`config.mk`:
```
export PLATFORM = sky130hd
export DESIGN_NAME = mmix_mem_responder
export DESIGN_NICKNAME = d
export VERILOG_FILES = /design/src/rtl/mmix_mem_responder.sv
export SDC_FILE = /design/constraint.sdc
export NUM_CORES = 1
export LEC_CHECK = 0
export BUFFER_PORTS_ARGS = -buffer_cell sky130_fd_sc_hd__buf_2
export CORE_ASPECT_RATIO = 1.5
export CORE_MARGIN = 2
export CORE_UTILIZATION = 53
export DETAILED_ROUTE_END_ITERATION = 12
export GPL_TIMING_DRIVEN = 0
export PLACE_DENSITY = 0.81
export SLEW_MARGIN = 5
export SYNTH_ARGS = -nofsm -noshare
export SYNTH_HDL_FRONTEND = slang
export SYNTH_SLANG_ARGS = --single-unit
export TNS_END_PERCENT = 10
```
`constraint.sdc`:
```
create_clock -name clk -period 2.3 [get_ports clk]
set_input_delay 0.115 -clock clk [delete_from_list [all_inputs] [get_ports clk]]
set_output_delay 0.115 -clock clk [all_outputs]
set_load 0.02 [all_outputs]
```
`src/rtl/mmix_mem_responder.sv`:
```
// Memory target for the MMIX load/store unit: one aligned byte/wyde/tetra/octa access
// over a 16-bit big-endian halfword bus. Optional MMIX_MEM_RANGE_CHECK_EN adds mem_error.
module mmix_mem_responder #(
  parameter int ADDR_WIDTH = 22
) (
  input  logic                  clk,
  input  logic                  reset_n,
  input  logic                  mem_read,
  input  logic                  mem_write,
  input  logic [63:0]           mem_address,
  input  logic [1:0]            mem_datasize,
  input  logic [63:0]           mem_writedata,
  output logic [63:0]           mem_readdata,
  output logic                  mem_done,
`ifdef MMIX_MEM_RANGE_CHECK_EN
  output logic                  mem_error,
`endif
  output logic [ADDR_WIDTH-1:0] ext_addr,
  output logic                  ext_rd,
  output logic                  ext_wr,
  output logic [1:0]            ext_be,
  output logic [15:0]           ext_wdata,
  input  logic [15:0]           ext_rdata,
  input  logic                  ext_ack
);

  typedef enum logic [1:0] {S_IDLE, S_BEAT, S_DONE} state_t;

  state_t                r_state, w_next;
  logic                  r_wr;
  logic [1:0]            r_size;
  logic [ADDR_WIDTH:0]   r_addr;
  logic [63:0]           r_wdata;
  logic [1:0]            r_beat;
  logic [63:0]           r_acc;
  logic [63:0]           r_rdata;
  logic [63:0]           w_aligned;
  logic                  w_range_err;
  logic [1:0]            w_last_idx;
  logic                  w_last_beat;
  logic [15:0]           w_rlane;
  logic [63:0]           w_acc_next;

  always_comb begin
    w_aligned = mem_address;
    unique case (mem_datasize)
      2'd1:    w_aligned = {mem_address[63:1], 1'b0};
      2'd2:    w_aligned = {mem_address[63:2], 2'b0};
      2'd3:    w_aligned = {mem_address[63:3], 3'b0};
      default: w_aligned = mem_address;
    endcase
  end

`ifdef MMIX_MEM_RANGE_CHECK_EN
  logic r_err;
  assign w_range_err = |w_aligned[63:ADDR_WIDTH+1];
  assign mem_error   = r_err;
`else
  assign w_range_err = 1'b0;
`endif

  assign w_last_idx  = (r_size == 2'd3) ? 2'd3 : (r_size == 2'd2) ? 2'd1 : 2'd0;
  assign w_last_beat = (r_beat == w_last_idx);
  // Byte reads pick the lane by address parity; everything else takes the full halfword.
  assign w_rlane     = (r_size == 2'd0) ? {8'h00, r_addr[0] ? ext_rdata[7:0] : ext_rdata[15:8]}
                                        : ext_rdata;
  assign w_acc_next  = {r_acc[47:0], w_rlane};
  assign mem_readdata = r_rdata;

  always_ff @(posedge clk or negedge reset_n) begin
    if (!reset_n) r_state <= S_IDLE;
    else          r_state <= w_next;
  end

  always_comb begin
    w_next = r_state;
    unique case (r_state)
      S_IDLE:  if (mem_read || mem_write) w_next = w_range_err ? S_DONE : S_BEAT;
      S_BEAT:  if (ext_ack && w_last_beat) w_next = S_DONE;
      S_DONE:  w_next = S_IDLE;
      default: w_next = S_IDLE;
    endcase
  end

  always_comb begin
    mem_done  = (r_state == S_DONE);
    ext_rd    = 1'b0;
    ext_wr    = 1'b0;
    ext_be    = 2'b00;
    ext_addr  = '0;
    ext_wdata = 16'h0;
    if (r_state == S_BEAT) begin
      ext_rd   = !r_wr;
      ext_wr   = r_wr;
      ext_addr = r_addr[ADDR_WIDTH:1] + ADDR_WIDTH'(r_beat);
      ext_be   = (r_size != 2'd0) ? 2'b11 : (r_addr[0] ? 2'b01 : 2'b10);
      // Lower address carries the more significant halfword.
      unique case (r_size)
        2'd0: ext_wdata = {2{r_wdata[7:0]}};
        2'd1: ext_wdata = r_wdata[15:0];
        2'd2: ext_wdata = r_beat[0] ? r_wdata[15:0] : r_wdata[31:16];
        default: begin
          unique case (r_beat)
            2'd0:    ext_wdata = r_wdata[63:48];
            2'd1:    ext_wdata = r_wdata[47:32];
            2'd2:    ext_wdata = r_wdata[31:16];
            default: ext_wdata = r_wdata[15:0];
          endcase
        end
      endcase
    end
  end

  always_ff @(posedge clk or negedge reset_n) begin
    if (!reset_n) begin
      r_wr    <= 1'b0;
      r_size  <= 2'd0;
      r_addr  <= '0;
      r_wdata <= 64'h0;
      r_beat  <= 2'd0;
      r_acc   <= 64'h0;
      r_rdata <= 64'h0;
`ifdef MMIX_MEM_RANGE_CHECK_EN
      r_err   <= 1'b0;
`endif
    end else begin
      unique case (r_state)
        S_IDLE: if (mem_read || mem_write) begin
          r_wr    <= !mem_read;
          r_size  <= mem_datasize;
          r_addr  <= w_aligned[ADDR_WIDTH:0];
          r_wdata <= mem_writedata;
          r_beat  <= 2'd0;
          r_acc   <= 64'h0;
`ifdef MMIX_MEM_RANGE_CHECK_EN
          r_err   <= w_range_err;
`endif
          if (w_range_err && mem_read) r_rdata <= 64'h0;
        end
        S_BEAT: if (ext_ack) begin
          if (!r_wr) r_acc <= w_acc_next;
          if (w_last_beat) begin
            if (!r_wr) r_rdata <= w_acc_next;
          end else begin
            r_beat <= r_beat + 2'd1;
          end
        end
        default: ;
      endcase
    end
  end

endmodule

```
## Word-level counts from Yosys, hierarchy flattened

Index checks and enable logic that the tools add are counted.

- Bits in registers: 206
- Output and inout bits: 107
- Input bits: 151
- Word-level logic and storage cells: 67

- Bitwise operators: 1
- Add/subtract/negate cells: 2
- Mux-type cells: 26
- Reduce and logical (&&, ||, !) cells: 14
- Eq/ne operators: 16

Operators with widths:

| operator | count |
|---|---|
| 48-bit two-way mux | 3 |
| 16-bit case mux with 3 select lines | 2 |
| 48-bit case mux with 2 select lines | 1 |
| 16-bit two-way mux | 3 |
| 22-bit by 2-bit adder with 22-bit output | 1 |
| 22-bit two-way mux | 1 |
| 2-bit two-way mux | 9 |
| 2-bit equality test, second input constant | 6 |
| 4-bit AND reduction | 3 |
| 2-bit inequality test, second input constant | 5 |
| 3-bit case mux with 3 select lines | 1 |
| 2-bit by 1-bit equality test with 1-bit output, second input constant | 4 |
| 8-bit two-way mux | 1 |
| 2-bit case mux with 2 select lines | 2 |
| 2-bit logical NOT | 3 |
| 2-bit AND reduction | 2 |
| 2-bit nonzero test | 2 |
| 1-bit two-way mux | 3 |
| 2-bit by 1-bit adder with 2-bit output, second input constant | 1 |
| 2-bit equality test | 1 |
| 1-bit logical NOT | 2 |
| 1-bit logical AND | 1 |
| 1-bit logical OR | 1 |
| 1-bit inverter | 1 |

## Logic depth before layout (Yosys ltp)

Gate-level depths: netlist of the first run.

- Depth after elaboration: 7
- Gate-level depth with buffers: 9
- Mapped depth without buffers: 6

## Worst setup path after synthesis of the first run

Ideal clock, no wire load.

- Path kind: reg2out
- Start point: reg r_beat[0]
- End point: out ext_wdata[6]
- Stages on the path, launching flop included: 10
- Required time: 2.185 ns
- Path buffers: 3
- Arrival: 2.888 ns
- Setup slack: -0.703 ns
- Cells stage by stage: dfrtp_1 > inv_1 > clkbuf_1 > ha_1 > clkbuf_1 > clkbuf_1 > a222oi_1 > mux2i_1 > nor2_1 > a2111oi_0

- Word-level cells in the longest chain between the ends: 4
- Elaborated cells between the ends (all ways): 7
- Classes of those cells: eq/ne: 2; mux: 4; reduce/logical: 1

Ends and longest elaborated chain:

| what | line | text |
|---|---|---|
| start, declared | 34 | `logic [1:0] r_beat;` |
| start signal, assigned | 145 | `r_beat <= r_beat + 2'd1;` |
| 2-bit equality test, or another cell as far along | 103 | `unique case (r_beat)` |
| 16-bit case mux with 3 select lines | 103 |  |
| 16-bit case mux with 3 select lines (*) | 98 | `unique case (r_size)` |
| 16-bit two-way mux (*) | 92 | `if (r_state == S_BEAT) begin` |
| end, declared | 22 | `output logic [15:0] ext_wdata,` |

Every way passes the cells marked *; elsewhere a longest branch is shown, timed or not.

## Final worst setup path of the first run

- Start point: reg r_beat[0]
- End point: out ext_addr[18]

- Word-level cells in the longest chain between the ends: 2

Ends and longest elaborated chain:

| what | line | text |
|---|---|---|
| 22-bit by 2-bit adder with 22-bit output | 95 | `ext_addr = r_addr[ADDR_WIDTH:1] + ADDR_WIDTH'(r_beat);` |
| 22-bit two-way mux | 92 |  |
| end, declared | 18 | `output logic [ADDR_WIDTH-1:0] ext_addr,` |

Every way passes these cells.

==> results of run 1 <==
## cells in the final DEF, fill, tap and decap left out, types with 4 or more instances in the layout
cell           count
o21ai_0           37
buf_2            199
a211o_1            8
xnor2_1            8
dlygate4sd3_1    109
a31oi_1            9
mux2i_1           32
nand4_1            4
a222oi_1          16
buf_1              5
a21oi_1           19
buf_4             30
xor2_1             5
a21oi_2            4
dfrtp_1          200
or3_4              4
mux2_2            49
clkbuf_2           8
ha_4               6
nor2b_1            4
nand3_1           54
a2111oi_2          6
inv_1             21
clkbuf_8           7
clkbuf_16         19
buf_6              9
nand2_1          331
dfrtp_2            6
clkbuf_1          37
o22ai_1            8
nor2_1            44
clkbuf_4           5
## report_power, final
group          internal (mW)  switching (mW)
clock                   1.88            1.39
sequential              5.15            1.39
combinational           3.25            5.68
## layer usage
| metal | share of wire, % | wire, um | vias up |
|---|---|---|---|
| met5 | 0 | 0 | - |
| met4 | 6.9 | 2210 | 0 |
| met1 | 33 | 10700 | 4472 |
| met2 | 52 | 16700 | 644 |
| li1 | - | - | 4047 |
| met3 | 7.8 | 2520 | 177 |
## kinds of logic (layout without fill, tap and decap cells)
kind of cell | Yosys count | after routing
AND/OR/NAND/NOR | 466 | 466
flip-flops | 206 | 206
AO/OA/AOI/OAI | 124 | 124
buffers and inverters | 84 | 459
multiplexers | 81 | 81
XOR/XNOR | 13 | 13
adder cells (fa/ha/maj) | 7 | 7
other | 0 | 1
## cell type report
type,instances,area (sq um),share of cell area (%)
timing repair buffer,346,2430,18.7
antenna,1,2.50,0.0192
tap,213,267,2.05
clock buffer,27,546,4.19
sequential,206,5160,39.7
inverter,22,82.6,0.635
buffer,58,300,2.31
clock inverter,6,82.6,0.635
multi-input combinational,691,4140,31.8
## repair_timing
item | in CTS | in global routing
endpoints found under the hold margin | 218 | 0
gates resized for setup | 73 | 39
pin swaps | 20 | 21
setup endpoints to repair | 45 | 82
buffers inserted | 13 | 7
hold buffers | 109 | 0
## through the flow
stage                     hold WS (ns)  setup TNS [ns]  power, mW  setup WS, ns
after detailed placement         0.197           -9.20       14.1        -0.780
after global routing           0.00761           -9.03       19.5        -0.588
final                           0.0162           -7.46       18.7        -0.565
after global placement           0.306         -466.15       13.8         -2.23
after CTS                      0.00787           -7.36       18.0        -0.499
after floorplan                 -0.181           -1.34       11.3        -0.142
## worst max-delay path: cells and delay by family (launching register included)
kind                     cells  cell delay (ns)
flip-flops                   1             0.42
AND/OR/NAND/NOR              3             0.96
buffers and inverters        2             0.31
AO/OA/AOI/OAI                1             0.18
adder cells (fa/ha/maj)      2             0.39
## how the worst max path moves through the flow
stage                         start                to  slack [ns]  cells past startpoint
after floorplan           r_beat[0]      ext_wdata[1]       -0.14                      8
after detailed placement  r_beat[0]      ext_wdata[7]       -0.78                     10
after global placement      reset_n  mem_readdata[29]       -2.23                      1
after CTS                 r_beat[1]      ext_addr[21]       -0.50                      7
after global routing      r_beat[0]      ext_addr[18]       -0.59                      8
final                     r_beat[0]      ext_addr[18]       -0.56                      8
## flip-flops by register name (all words and copies together) (netlist names)
name          cells
r_addr           23
r_acc            48
r_state           2
r_beat            2
r_wdata          64
mem_readdata     64
r_wr              1
r_size            2
==> results.ini, run 1 <==
[critical_path]
crit_chain=ha_4 > fa_2 > nand4_1 > or3_4 > buf_6 > or3_4 > a21oi_2 > buf_4
end_kind=primary output
reg2reg_depth=6
cpMostUsedCell=or3_4
r2r_setup_slack_ns=0.05
cp-start-kind=register
crit_fanout=5
r2r_start=r_state[1]
required_ns=2.18
cp_slowest_stage_delay_ns=0.45
path_class=reg -> out
arrival_ns=2.75
critical-path-slowest-cell=or3_4
r2r_end=r_wdata[20]

[logic_synthesis]
synth_top_area_share_pct=55.2
synth_simple_gate_area_share_pct=20.9
synthCells=981
yosysWarnings=0
synth_ff_type=dfrtp_1
synth_largest_area_cell=dfrtp_1
synth_fa_ha_area_share_pct=1.02
syn_nets=1139
synth.distinct_cells=50
ys_ff_latch=206
async_reset_ff_share_pct=100
synth_area_leaders=dfrtp_1 55%, nand2_1 13%, mux2_2 5.9%
synth_compound_area_share_pct=8.75
synth_common_cells=331 x nand2_1, 206 x dfrtp_1, 54 x nand3_1
synthMuxAreaShare_pct=9.34
yosysSeqAreaShare_pct=55.2
synth.most_common_cell=nand2_1
synth_top_family_by_area=simple AND/OR/NAND/NOR gates
synth_edf_count=0
syn_avg_cell_area_sq_um=9.52
synth-xor-area-share_pct=1.22
syn_area_sq_um=9340

[timing]
fmax_ghz=0.349
finalCriticalPeriod_ns=2.86
drv_slew=0
finalHoldViolCount=0
skew_ns=0.0102
period_share_pct=125
grt_setup_unrepaired=yes
layout_setup_ws_ns=-0.565
setup_viol=31
worst_pin_slew_ns=0.764
slew_headroom_pct=49.1

[detailed_routing]
dr.pass1.iters=8
via_per_inst=5.95
vias=9340
drt-total-wl_um=32100
wl_per_cell_um=20.4
first_iter_violations=1108
drc=0
ant_nets=0

[pwr]
power_density_nw_per_um2=1440
peakVddDrop_uv=1050
leakagePower_nw=6.66

[cts]
clkTransAtPathRegs_ns=0.07
cts_inserted_buffers=19
clk_latency_ns=0.50
clockRootBuffer=clkbuf_16
cts.htree.levels=1
cts_num_sinks=206
cts_tree=yes
cts.path.max_buffers=3

[global_route]
grt_pass1_wl_um=48800
grt_pass1_vias=9597
met3_usage_pct=4.77
grt_max_degree=105
grt_use_met2_pct=58.7
antenna_found_initial=0
grt-ovfl-total=0
top_usage_layer=met2
grt.met1_usage_pct=35.5
grtUsageTotal_pct=32.7

[final_layout]
n_fill_cell=1060
final_cell_area_sq_um=13000
drive_gt1_share_pct=28.2
syn2layout_area_growth_pct=39.3
stdcell_count=1570
final_core_util_pct=75.3
nNetsFinal=1502

[die]
die_h_um=167
dieArea_sq_um=18700
rows=59
die_w_um=112
start_util_pct=54.1
coreArea_sq_um=17300
pin_count=258

[status]
status=complete, but fails checks
violations=negative setup slack

[run]
cap_viol_max_count=0

[min_path]
min_path_cells=3
holdPathEnd=r_acc[0]
min_path_type=in -> reg
min_from=ext_rdata[0]

[placement]
place_area_sq_um=10800
place_congestion=0.924
port-buffer-count=216
place_inst=1411
dp_hpwl_um=19600

(Power assumes the default switching activity.)
==> inputs of run 2 (changes only) <==
--- a/config.mk
+++ b/config.mk
@@ -12,4 +12,5 @@
 export DETAILED_ROUTE_END_ITERATION = 12
 export GPL_TIMING_DRIVEN = 0
+export HOLD_SLACK_MARGIN = 0.06
 export PLACE_DENSITY = 0.81
 export SLEW_MARGIN = 5
==> constraint.sdc (replaced) <==
create_clock -name clk -period 2.7 [get_ports clk]
set_input_delay 0.135 -clock clk [delete_from_list [all_inputs] [get_ports clk]]
set_output_delay 0.135 -clock clk [all_outputs]
set_load 0.05 [all_outputs]
==> run 2 against run 1 <==
Compared with the run above: the run still ends with negative setup slack left; count of clock-buffer cells in the layout fell by 5; critical path depth did not move; register-to-register slack improved by 0.27 ns; routed wire length fell by 4.1%; critical endpoint is now ext_addr[20].
==> results.ini, run 2 (synthesis results as in run 1) <==
[critical_path]
cp_slowest_stage_delay_ns=0.44  ; about the same
required_ns=2.57  ; +0.39 ns
crit_fanout=6  ; +1
r2r_setup_slack_ns=0.32  ; +0.27 ns
crit_chain=buf_6 > buf_6 > fa_2 > nand4_1 > or3_4 > or4_4 > a21oi_4 > buf_6
cp-start-kind=register
critical-path-slowest-cell=dfrtp_2
cp_top_family=simple AND/OR/NAND/NOR gates
arrival_ns=2.65  ; -0.10 ns
cp_num_buf_inv=3  ; +1
cpMostUsedCell=buf_6
end_kind=primary output
path_class=reg -> out

[cts]
cts_inserted_buffers=20  ; +1
clk_latency_ns=0.49  ; about the same
cts.path.max_buffers=3  ; unchanged
cts_tree=yes
clockRootBuffer=clkbuf_16
cts.htree.levels=1  ; unchanged
cts_num_sinks=206  ; unchanged
clkTransAtPathRegs_ns=0.07  ; about the same

[global_route]
grt_pass1_vias=9392  ; -2.1%
grt_max_degree=111  ; +5.7%
grt-ovfl-total=0  ; unchanged
grtUsageTotal_pct=31.9  ; -0.81 points
antenna_found_initial=0  ; unchanged
grt_pass1_wl_um=47800  ; -1.9%

[timing]
skew_ns=0.00919  ; -0.00106 ns
fmax_ghz=0.359
finalCriticalPeriod_ns=2.79
layout_setup_ws_ns=-0.0854  ; +0.480 ns
timing.hold.ws_ns=0.227  ; +0.211 ns
slew_headroom_pct=49.4  ; +0.36 points
drv_slew=0  ; unchanged
finalHoldViolCount=0  ; unchanged
period_share_pct=103
worst_pin_slew_ns=0.758  ; -0.00534 ns
grt_setup_unrepaired=yes
setup_viol=6  ; -81%

[detailed_routing]
first_iter_violations=1005  ; -9.3%
wl_per_cell_um=19.7  ; -3.7%
ant_nets=0  ; unchanged
dr.pass1.iters=9  ; +1
via_per_inst=5.80  ; -2.5%
drt-total-wl_um=30800  ; -4.1%
drc=0  ; unchanged
vias=9068  ; -2.9%

[placement]
port-buffer-count=216  ; unchanged
dp_hpwl_um=19300  ; -1.3%
place_area_sq_um=10800  ; +0.19%
place_congestion=0.911  ; -1.4%

[die]
rows=59  ; unchanged
die_w_um=112  ; unchanged
die_h_um=167  ; unchanged
dieArea_sq_um=18700  ; unchanged
pin_count=258  ; unchanged
start_util_pct=54.1  ; unchanged
coreArea_sq_um=17300  ; unchanged

[status]
status=complete, but fails checks
violations=negative setup slack

[final_layout]
n_fill_cell=1140  ; +7.5%
layout_commonest_cell=nand2_1
drive_gt1_share_pct=27.1  ; -1.2 points
antennaDiodeCount=0  ; -1
final_cell_area_sq_um=12900  ; -1.0%
nNetsFinal=1496  ; -0.40%
syn2layout_area_growth_pct=37.9
layout_common_cells=331 x nand2_1, 201 x dfrtp_1, 200 x buf_2, 112 x dlygate4sd3_1, 54 x nand3_1

[pwr]
leakagePower_nw=6.58  ; -1.2%
peakVddDrop_uv=1120  ; +7.1%
power_density_nw_per_um2=1350  ; -6.1%

[min_path]
min_path_type=in -> async

[run]
cap_viol_max_count=0  ; unchanged

-- run 2: changes by cell type in the layout (fill, tap and decap cells not counted), sizes merged, moves of 2 or more --
cell         delta
buf             -8
clkbuf          -7
clkinv          +7
clkinvlp        +2
dlygate4sd3     +3
-- run 2: final cells by class --
cell class / count / area, sq um / area share (%)
plain buffers: 57 / 241 / 1.87
flip-flops and latches: 206 / 5160 / 40.1
inverters: 22 / 86.3 / 0.670
clock buffers: 22 / 539 / 4.19
repair buffers: 340 / 2400 / 18.6
multi-input cells: 691 / 4080 / 31.6
well taps: 213 / 267 / 2.07
clock inverters: 13 / 110 / 0.855
-- run 2: path summary, 6_finish.rpt --
| path | from | end | cells past startpoint |
|---|---|---|---|
| min reg2reg | r_wdata[51] | r_wdata[51] | 2 |
| max reg2reg | r_state[0] | mem_readdata[61] | 7 |
| min | reset_n | r_addr[7] | 2 |
| min in group clk | mem_writedata[39] | r_wdata[39] | 4 |
| max | r_beat[1] | ext_addr[20] | 8 |
| max in group asynchronous | reset_n | mem_readdata[53] | 3 |
-- run 2: metrics by stage --
step,utilization [%],power [mW],setup TNS [ns],worst slack [ns],std cells
6_report,74.6,17.4,-0.175,-0.0854,1564
3_5_place_dp,62.4,13.8,-2.72,-0.517,1411
4_1_cts,74.2,17.0,-0.565,-0.163,1565
5_1_grt,74.6,18.2,-0.845,-0.170,1564
2_1_floorplan,-,11.4,-3.03,-0.329,981
3_3_place_gp,62.2,13.6,-388.62,-1.89,1410
-- run 2: timing repair --
action                     4_1_cts  5_1_grt
hold buffers                   112        0
resized for setup               56       27
hold endpoints to repair       221        0
cloned                           0        0
setup endpoints to repair       26       28
setup buffers                   11        0
pin swaps                       12        9
-- run 2: worst reg2reg max path, stage by stage (launching register included) --
cell      delay, ns
dfrtp_1        0.41
nor3b_2        0.18
and2_0         0.15
clkbuf_1       0.13
nand2_1        0.09
clkbuf_1       0.49
buf_2          0.44
mux2_2         0.39
-- run 2: power by group --
group | switching [mW] | leakage, nW | total [mW] | internal [mW]
Sequential | 1.15 | 2.66 | 5.53 | 4.38
Clock | 1.22 | 0.320 | 2.77 | 1.55
Combinational | 6.44 | 3.60 | 9.12 | 2.67
Total | 8.81 | 6.58 | 17.4 | 8.61
-- run 2: routing by layer --
metal	wire length, um	global-route usage (%)	share of wire, %	up-vias
li1	-	-	-	4032
met1	10400	34.7	34	4364
met2	16700	60.0	54	538
met3	2120	4.84	6.9	134
met4	1640	14.9	5.3	0
met5	0	0	0	-
==> inputs of run 3 (changes only) <==
SETUP_SLACK_MARGIN = 0.15   (was default)
==> run 3 against run 2 <==
Compared with the run above: the flow still finishes with violations (negative setup slack); design area up 2.4%; sequential power increased by 0.9%; register-to-register slack got worse by 0.04 ns; highest routed layer unchanged; via count increased by 3.1%; critical endpoint is now ext_wdata[2]; largest cell class unchanged.
==> results.ini, run 3 (synthesis results as in run 1) <==
[min_path]
min_path_type=in -> async

[final_layout]
final_core_util_pct=76.4  ; +1.8 points
layout_common_cells=330 x nand2_1, 201 x dfrtp_1, 190 x buf_2, 111 x dlygate4sd3_1, 54 x nand3_1
nNetsFinal=1508  ; +0.80%
layout_commonest_cell=nand2_1
drive_gt1_share_pct=28.1  ; +1.0 points
syn2layout_area_growth_pct=41.3
antennaDiodeCount=0  ; unchanged

[pwr]
peakVddDrop_uv=1260  ; +12%
total_power_mw=18.3  ; +4.9%
power_density_nw_per_um2=1380  ; +2.4%
leakagePower_nw=6.71  ; +2.0%

[timing]
grt_setup_unrepaired=yes
layout_setup_ws_ns=-0.339  ; -0.254 ns
fmax_ghz=0.329  ; -8.4%
finalCriticalPeriod_ns=3.04  ; +0.254 ns
drv_slew=0  ; unchanged
slew_headroom_pct=43.4  ; -6.1 points
setup_viol=12  ; +6
worst_pin_slew_ns=0.849  ; +0.0910 ns
skew_ns=0.0203  ; +0.0111 ns
finalHoldViolCount=0  ; unchanged
period_share_pct=113  ; +9.4 points

[global_route]
antenna_found_initial=0  ; unchanged
grtUsageTotal_pct=33.1  ; +1.1 points
grt_max_degree=105  ; -5.4%
grt_pass1_vias=9572  ; +1.9%
grt-ovfl-total=0  ; unchanged
grt_pass1_wl_um=49400  ; +3.3%

[die]
die_w_um=112  ; unchanged
die_h_um=167  ; unchanged
dieArea_sq_um=18700  ; unchanged
start_util_pct=54.1  ; unchanged
rows=59  ; unchanged
coreArea_sq_um=17300  ; unchanged
pin_count=258  ; unchanged

[cts]
cts.htree.levels=1  ; unchanged
clockRootBuffer=clkbuf_16
clkTransAtPathRegs_ns=0.07  ; about the same
cts.path.max_buffers=3  ; unchanged
cts_num_sinks=206  ; unchanged
cts_inserted_buffers=20  ; unchanged
cts_tree=yes
clk_latency_ns=0.50  ; about the same

[critical_path]
cp_top_family=compound AO/OA/AOI/OAI gates
cp_num_cells=10  ; +2
critical-path-slowest-cell=a222oi_1
end_kind=primary output
cpMostUsedCell=clkbuf_8
cp_slowest_stage_delay_ns=0.74  ; +0.30 ns
arrival_ns=2.90  ; +0.25 ns
crit_path_end=ext_wdata[2]
reg2reg_depth=11  ; +4
path_class=reg -> out
r2r_start=r_beat[0]
crit_fanout=6  ; unchanged
r2r_end=mem_readdata[43]
required_ns=2.57  ; about the same
cp-start-kind=register
critPathLaunch=r_beat[0]
cp_num_buf_inv=5  ; +2
crit_chain=inv_2 > clkbuf_8 > ha_4 > clkbuf_8 > buf_12 > a222oi_1 > mux2i_1 > nor2_1 > a2111oi_2 > buf_4
r2r_setup_slack_ns=0.28  ; -0.04 ns

[detailed_routing]
dr.pass1.iters=9  ; unchanged
drc=0  ; unchanged
ant_nets=0  ; unchanged
via_per_inst=5.93  ; +2.3%
drt-total-wl_um=32100  ; +4.2%
wl_per_cell_um=20.4  ; +3.5%
vias=9345  ; +3.1%
first_iter_violations=1062  ; +5.7%

[placement]
place_congestion=0.876  ; -3.9%
dp_hpwl_um=19200  ; -0.81%
port-buffer-count=216  ; unchanged

[status]
status=complete, but fails checks
violations=negative setup slack

[run]
cap_viol_max_count=0  ; unchanged

run 3: cell types whose count changed in the layout (fill, tap and decap cells not counted), moves of 5 or more:
| cell | delta |
|---|---|
| a21oi_2 | +5 |
| clkbuf_8 | +7 |
| buf_2 | -10 |
| buf_4 | +8 |
| buf_6 | +9 |
run 3: worst min path at each step:
stage	from	endpoint	slack, ns	depth (start not counted)
6_report	reset_n	r_addr[10]	0.25	2
5_1_grt	reset_n	r_addr[14]	0.32	2
4_1_cts	reset_n	r_addr[9]	0.28	2
3_5_place_dp	reset_n	r_addr[9]	0.22	1
3_3_place_gp	mem_writedata[62]	r_wdata[62]	0.32	3
2_1_floorplan	reset_n	mem_readdata[0]	-0.16	0
run 3: power by group:
part	total [mW]	internal [mW]	switching [mW]
Clock	2.98	1.78	1.19
Sequential	5.58	4.38	1.19
Combinational	9.71	3.02	6.69
run 3: stage by stage:
step	instance area [sq um]	hold slack (ns)	cells	worst slack [ns]	TNS [ns]
global route	13200	0.316	1575	-0.480	-2.29
finish	13200	0.246	1575	-0.339	-1.17
floorplan	9410	-0.161	981	-0.329	-2.82
CTS	13000	0.282	1571	-0.155	-0.834
detailed placement	10800	0.222	1411	-0.557	-3.00
global placement	10800	0.324	1410	-1.88	-387.19
run 3: repair_timing:
item                                    in CTS  in global routing
resized for setup                           93                 41
setup buffers                               15                  4
hold buffers                               111                  0
pin swaps                                   36                 15
endpoints found under the hold margin      227                  0
endpoints found under the setup margin      33                 40
run 3: area by class of cell:
type	instances	area (sq um)
flip-flops and latches	206	5160
multi-input cells	691	4110
fillers	1043	4080
repair buffers	347	2520
clock buffers	25	571
plain buffers	62	357
well taps	213	267
clock inverters	9	126
inverters	22	82.6
run 3: layer usage:
metal	track usage (%)	part of all wire (%)	vias up
li1	-	-	4055
met1	37.1	33	4424
met2	58.1	51	667
met3	5.13	8.3	199
met4	20.8	7.9	0
met5	0	0	-
